<file path="src/rtl/async_fifo_wr_arbiter.sv">
// async_fifo_wr_arbiter: round-robin, burst-granular arbiter sharing one async FIFO write port.
// Define ASYNC_FIFO_ARB_SRCID_EN to prepend the granted source index to every written word.
module async_fifo_wr_arbiter #(
  parameter int NUM_REQ = 4,
  parameter int DATA_WIDTH = 16,
  parameter int MAX_BURST = 16,
  localparam int IDW = $clog2(NUM_REQ),
`ifdef ASYNC_FIFO_ARB_SRCID_EN
  localparam int FW = DATA_WIDTH + IDW
`else
  localparam int FW = DATA_WIDTH
`endif
) (
  input  logic                          clk_i,
  input  logic                          reset_n_i,
  input  logic [NUM_REQ-1:0]            req_valid_i,
  input  logic [NUM_REQ-1:0]            req_last_i,
  input  logic [NUM_REQ*DATA_WIDTH-1:0] req_data_i,
  output logic [NUM_REQ-1:0]            req_ready_o,
  input  logic                          fifo_walmost_full_i,
  input  logic                          fifo_wfull_i,
  output logic                          fifo_wr_en_o,
  output logic [FW-1:0]                 fifo_wdata_o,
  output logic [NUM_REQ-1:0]            grant_o,
  output logic                          split_o
);
  localparam int BW = $clog2(MAX_BURST);
  typedef enum logic {IDLE, BURST} state_t;
  state_t state, state_nx;
  logic [NUM_REQ-1:0] grant_nx;
  logic [IDW-1:0] rr_ptr, rr_ptr_nx, gidx, winner;
  logic [BW-1:0] beat_cnt, beat_cnt_nx;
  logic [DATA_WIDTH-1:0] gdata;
  logic split_nx, xfer, release_now;
  always_comb begin
    gidx = '0;
    for (int i = 0; i < NUM_REQ; i++)
      if (grant_o[i]) gidx = IDW'(i);
  end
  // Scan downward so the nearest valid index after rr_ptr is the last one assigned.
  always_comb begin
    winner = rr_ptr;
    for (int i = NUM_REQ; i >= 1; i--)
      if (req_valid_i[(int'(rr_ptr) + i) % NUM_REQ]) winner = IDW'((int'(rr_ptr) + i) % NUM_REQ);
  end
  assign gdata = req_data_i[int'(gidx)*DATA_WIDTH +: DATA_WIDTH];
  assign req_ready_o = (reset_n_i && state == BURST && !fifo_wfull_i) ? grant_o : '0;
  assign xfer = |(req_ready_o & req_valid_i);
  assign fifo_wr_en_o = xfer;
  assign release_now = xfer && (req_last_i[gidx] || beat_cnt == BW'(MAX_BURST - 1));
`ifdef ASYNC_FIFO_ARB_SRCID_EN
  assign fifo_wdata_o = reset_n_i ? {gidx, gdata} : '0;
`else
  assign fifo_wdata_o = reset_n_i ? gdata : '0;
`endif
  always_comb begin
    state_nx = state;
    grant_nx = grant_o;
    rr_ptr_nx = rr_ptr;
    beat_cnt_nx = beat_cnt;
    split_nx = 1'b0;
    if (state == IDLE) begin
      if (|req_valid_i && !fifo_walmost_full_i) begin
        state_nx = BURST;
        grant_nx = NUM_REQ'(1) << winner;
      end
    end else if (release_now) begin
      state_nx = IDLE;
      grant_nx = '0;
      rr_ptr_nx = gidx;
      beat_cnt_nx = '0;
      split_nx = !req_last_i[gidx];
    end else if (xfer) begin
      beat_cnt_nx = beat_cnt + BW'(1);
    end
  end
  always_ff @(posedge clk_i or negedge reset_n_i) begin
    if (!reset_n_i) begin
      state <= IDLE;
      grant_o <= '0;
      rr_ptr <= IDW'(NUM_REQ - 1);
      beat_cnt <= '0;
      split_o <= 1'b0;
    end else begin
      state <= state_nx;
      grant_o <= grant_nx;
      rr_ptr <= rr_ptr_nx;
      beat_cnt <= beat_cnt_nx;
      split_o <= split_nx;
    end
  end
endmodule

</file>
<file path="config.mk">
export PLATFORM = sky130hd
export DESIGN_NAME = async_fifo_wr_arbiter
export DESIGN_NICKNAME = d
export VERILOG_FILES = /design/src/rtl/async_fifo_wr_arbiter.sv
export SDC_FILE = /design/constraint.sdc
export NUM_CORES = 1
export LEC_CHECK = 0
export CAP_MARGIN = 0
export CORE_MARGIN = 5
export CORE_UTILIZATION = 57
export DETAILED_ROUTE_END_ITERATION = 8
export DONT_BUFFER_PORTS = 1
export GPL_ROUTABILITY_DRIVEN = 0
export PLACE_DENSITY = 0.73
export SKIP_CTS_REPAIR_TIMING = 1
export SLEW_MARGIN = 20
export SYNTH_ARGS = -nofsm -noshare
export SYNTH_HDL_FRONTEND = slang
export SYNTH_SLANG_ARGS = --single-unit
</file>
<file path="constraint.sdc">
create_clock -name clk_i -period 2.5 [get_ports clk_i]
set_input_delay 0.75 -clock clk_i [delete_from_list [all_inputs] [get_ports clk_i]]
set_output_delay 0.75 -clock clk_i [all_outputs]
set_load 0.005 [all_outputs]
</file>
==> flow_summary.toml, run 1 <==
[global_routing]
grt_pass1_vias = 1257
antenna_found_initial = 0
grt.total_usage = 0.2166
grt_overflow_total = 0
grt_max_degree = 30
grt_pass1_wl_mm = 5.802

[route]
first_pass_iters = 4
routed_via_density = 6.364
dr_total_vias = 1241
drt_iter0_markers = 53
ant_nets = 0
wirelength_mm = 3.669
avgRoutedWirePerCell_microns = 18.82
drc_errors = 0

[setup_path]
worstReg2RegEnd = "rr_ptr[0]$_DFFE_PN1P_"
critPathLaunchType = "flip-flop"
worstPathRequired_ns = 1.75
r2r_slack_ns = 0.70
crit_path_end_kind = "primary output"
reg2reg_from = "grant_o[2]$_DFFE_PN0P_"
critPathArrivalTime_ns = 1.48
worstSetupPathType = "reg2out"
reg2reg_depth = 5
cp_max_fo = 17
cp-startpoint = "grant_o[1]$_DFFE_PN0P_"

[floorplanning]
initial_core_util = 0.5983
dieHeight_microns = 58.42
ios = 102
rows = 17
core_sq_mm = 0.002233
die_w_microns = 58.42
die_area_sq_mm = 0.003413

[sta]
clock_skew_ns = 0.003113
timing.fmax_mhz = 449.4
final.period_utilization = 0.8901
setup_violations = 0
tns_ns = 0
holdWs_ns = 0.1614
maxSlewHeadroom = 0.4962
hold_viol = 0
maxSlewViolCount = 0
grt_setup_unrepaired = "false"
finalCriticalPeriod_ns = 2.225
setup_slack_ns = 0.2748
worstMarginPinSlew_ns = 0.7475

[status]
status = "complete, no violations"

[place]
dpl.hpwl_mm = 2.889
dp_slack_ns = 0.3348
portBuffers = 0

[synthesis]
yosys.area.top_type_share = 0.2697
synth-compound-area-share = 0.1929
synth_top_family_by_area = "multiplexers"
synth_commonest_cells = "36 x mux2i_1, 25 x nand2_1, 18 x o21ai_1"
synth.most_common_cell = "mux2i_1"
ys_ff_latch = 12
synth-edff-count = 0
synthArstFlopShare = 1.000
yosys_warnings = 0
synth_top_cell_by_area = "mux2i_1"
synth_fa_ha_area_frac = 0.009363
synth_area_sq_mm = 0.001336
synth_simple_gate_area_frac = 0.2397
synth.avg_cell_area_sq_um = 7.954
syn-num-nets = 245
synthTopCellsByArea = "mux2i_1 27%, dfrtp_1 19%, nor2b_1 8.0%, nand2_1 7.0%, o21ai_1 6.7%"
ys_types = 38
netlist_instances = 168
synth-seq-area-share = 0.2266
yosys-mux-area-fraction = 0.2697
ys.flop_type = "dfrtp_1"
synth-xor-area-share = 0

[clock_tree]
numCtsBuffers = 3
cts_tree = "built"
clockRootBuffer = "clkbuf_4"
clk_latency_ns = 0.27
htreeDepth = 1
cts.reportedPaths.clkPinSlew_ns = 0.07
cts.path.max_buffers = 2
cts.sinks = 12

[power_and_ir_drop]
peakVddDrop_v = 0.0005386
finalPower_uw = 1362
power_density_mw_per_mm2 = 973.8
power_leakage_uw = 0.0005312

[worst_hold_path]
hp-class = "in2async"

[finish]
fin_nets = 246
final_layout_size_suffix_gt1_frac = 0.1078
n_antenna_cell = 0
utilization = 0.6263
synthToLayoutAreaGrowth_pct = 4.681

[job]
cap_violations = 0
state kept, by name, summed over array words and instances (netlist names):
signal	flops
grant_o	4
beat_cnt	4
rr_ptr	2
state	1
split_o	1
cell families after synthesis:
group,count (synthesis)
multiplexers,36
AND/OR/NAND/NOR,64
flip-flops,12
AO/OA/AOI/OAI,37
adder cells (fa/ha/maj),1
buffers and inverters,18
final cells by class:
type,count,area (sq um)
Multi-Input combinational cell,138,950.9
Fill cell,205,834.6
Sequential cell,12,302.8
Timing Repair Buffer,6,57.56
Tap cell,28,35.03
Inverter,8,30.03
Clock buffer,3,22.52
power by group:
part           leakage [uW]  internal (uW)  switching (uW)  total, uW
Sequential         0.000148            278            81.6        359
Clock             0.0000138           55.9            62.3        118
Combinational      0.000370            396             489        885
Total              0.000531            729             633       1360
how the worst max path moves through the flow:
stage | slack [ns] | end
finish | 0.27 | fifo_wr_en_o
floorplan | 0.39 | fifo_wr_en_o
detailed placement | 0.33 | fifo_wr_en_o
global placement | 0.35 | fifo_wr_en_o
CTS | 0.27 | fifo_wr_en_o
global route | 0.19 | fifo_wr_en_o
per-layer routing:
layer | routed length (microns) | global-route usage
met1 | 1316 | 0.2336
met2 | 1934 | 0.3939
met3 | 369 | 0.07675
met4 | 48 | 0.06291
met5 | 0 | 0
stage by stage:
| stage | instances | area, sq um |
|---|---|---|
| after global routing | 195 | 1399 |
| after CTS | 195 | 1399 |
| final | 195 | 1399 |
| after global placement | 192 | 1376 |
| after detailed placement | 192 | 1376 |
| after floorplan | 168 | 1336 |
worst max-delay path: stages (launching register included):
cell and delay (ns):
dfrtp_1 0.41, buf_12 0.17, a22o_1 0.19, o21ai_2 0.32, inv_2 0.11
layout by cell type (no fill, tap or decap), drive strengths merged, types with 2 or more instances in the layout:
cell type | netlist | routed
o2bb2ai | 2 | 2
inv | 8 | 8
dfstp | 2 | 2
nand2b | 2 | 2
dfrtp | 10 | 10
nand2 | 25 | 25
mux2i | 36 | 36
nor2 | 7 | 7
nand3 | 5 | 5
a21oi | 3 | 3
and2 | 4 | 4
nor2b | 17 | 17
clkbuf | 5 | 3
buf | 5 | 6
a22o | 2 | 2
o21ai | 20 | 20
Note: power is estimated with default switching activity, not from simulation.
==> run 2, diff against run 1 <==
- CORE_MARGIN: 5 -> unset
==> run 2 against run 1 <==
Against the previous run:
- routed wire length shrank 14%
- largest cell class unchanged
- die area is 26% lower
- final cell count is 1.0% lower
- fmax is 1.4% lower
- register-to-register slack worse by 0.04 ns
- sequential power up 3%
- critical path type unchanged
- first-iteration DRC count shrank 66%
- via count fell by 3.3%
==> flow_summary.toml, run 2 (synthesized netlist as in run 1, its figures left out) <==
[clock_tree]
clockRootBuffer = "clkbuf_4"
clk_latency_ns = 0.27
cts.reportedPaths.clkPinSlew_ns = 0.07
numCtsBuffers = 3
cts_tree = "built"
cts.sinks = 12
htreeDepth = 1
cts.path.max_buffers = 2

[sta]
maxSlewViolCount = 0
finalCriticalPeriod_ns = 2.258
maxSlewHeadroom = 0.4975
hold_viol = 0
clock_skew_ns = 0.0002177
setup_violations = 0
worstMarginPinSlew_ns = 0.7455
tns_ns = 0
grt_setup_unrepaired = "false"
holdWs_ns = 0.1697
final.period_utilization = 0.9030
timing.fmax_mhz = 443.0

[place]
portBuffers = 0
dpl.hpwl_mm = 2.435
dp_cells = 190

[route]
wirelength_mm = 3.150
drt_iter0_markers = 18
drc_errors = 0
avgRoutedWirePerCell_microns = 16.32
ant_nets = 0
routed_via_density = 6.218
first_pass_iters = 4
dr_total_vias = 1200

[floorplanning]
dieHeight_microns = 50.42
die_w_microns = 50.42
ios = 102
rows = 17
core_sq_mm = 0.002212
initial_core_util = 0.6041
die_area_sq_mm = 0.002542

[setup_path]
reg2reg_depth = 5
cp_max_fo = 14
worstSetupPathType = "reg2out"
critPathArrivalTime_ns = 1.51
reg2reg_from = "grant_o[3]$_DFFE_PN0P_"
worstPathRequired_ns = 1.75
critPathLaunchType = "flip-flop"
r2r_slack_ns = 0.66
crit_path_end_kind = "primary output"
worstReg2RegEnd = "rr_ptr[1]$_DFFE_PN1P_"

[worst_hold_path]
hp-class = "in2async"

[finish]
synthToLayoutAreaGrowth_pct = 3.652
fillCellCount = 205
final_common_cell = "mux2i_1"
final_cell_mix = "36 x mux2i_1, 25 x nand2_1, 18 x o21ai_1"
n_antenna_cell = 0
fin_nets = 244
final_cells = 193
final_layout_size_suffix_gt1_frac = 0.1030
reg_top3 = "beat_cnt: 4 flops, grant_o: 4 flops, rr_ptr: 2 flops"

[job]
cap_violations = 0

[power_and_ir_drop]
switching_power_uw = 613.9
p_clk_frac = 0.087
power_leakage_uw = 0.0005193
intPower_uw = 715.0
p_sw_frac = 0.4619
peakVddDrop_v = 0.0006759
seq_power_share = 0.279
power_density_mw_per_mm2 = 959.4
p_comb_frac = 0.633

[status]
status = "complete, no violations"

[global_routing]
grt_pass1_vias = 1047
grt_overflow_total = 0
grt_max_degree = 30
grt.total_usage = 0.2444
grt_pass1_wl_mm = 4.616
antenna_found_initial = 0
run 2: cell types whose count changed in the layout (fill, tap and decap cells not counted), sizes merged:
cell,delta
buf,-2
run 2: worst max-delay path by stage:
stage,startpoint,end,slack [ns],cells after the start
2_1_floorplan,req_valid_i[3],fifo_wr_en_o,0.39,3
3_3_place_gp,req_valid_i[3],fifo_wr_en_o,0.36,3
3_5_place_dp,req_valid_i[3],fifo_wr_en_o,0.32,3
4_1_cts,grant_o[1]$_DFFE_PN0P_,fifo_wdata_o[8],0.08,5
5_1_grt,grant_o[1]$_DFFE_PN0P_,fifo_wdata_o[8],0.06,5
6_report,grant_o[1]$_DFFE_PN0P_,fifo_wdata_o[8],0.24,5
run 2: final cells by class:
| class | count | area (sq um) | share of cell area |
|---|---|---|---|
| multi-input cells | 138 | 950.9 | 0.6865 |
| well taps | 28 | 35.03 | 0.02529 |
| inverters | 8 | 30.03 | 0.02168 |
| repair buffers | 4 | 42.54 | 0.03071 |
| clock buffers | 3 | 22.52 | 0.01626 |
| flip-flops and latches | 12 | 304.0 | 0.2195 |
run 2: power by group through the flow:
stage | Clock (uW) | Sequential (uW) | Combinational (uW)
2_1_floorplan | 0 | 335 | 740
3_3_place_gp | 0 | 368 | 819
3_5_place_dp | 0 | 372 | 850
4_1_cts | 118 | 369 | 852
5_1_grt | 128 | 387 | 932
6_report | 116 | 371 | 842
run 2: layer usage:
metal,vias up,global-route usage,wire [microns]
met5,-,0,0
met4,0,0.03704,10
li1,585,-,-
met3,2,0.08182,271
met1,544,0.2703,1196
met2,69,0.4556,1671
run 2: per-stage QoR:
step	utilization	power [uW]	area, sq um	setup WS [ns]
6_report	0.6261	1329	1385	0.2424
5_1_grt	0.6261	1447	1385	0.05505
4_1_cts	0.6256	1340	1384	0.08333
3_5_place_dp	0.6154	1222	1361	0.3201
3_3_place_gp	0.6154	1187	1361	0.3551
2_1_floorplan	-	1075	1336	0.3947
run 2: critical path, cell delays in order (launching register included):
cell	delay, ns
dfrtp_2	0.53
buf_12	0.20
mux2i_1	0.21
o21ai_1	0.07
mux2i_1	0.14
nor2b_1	0.08
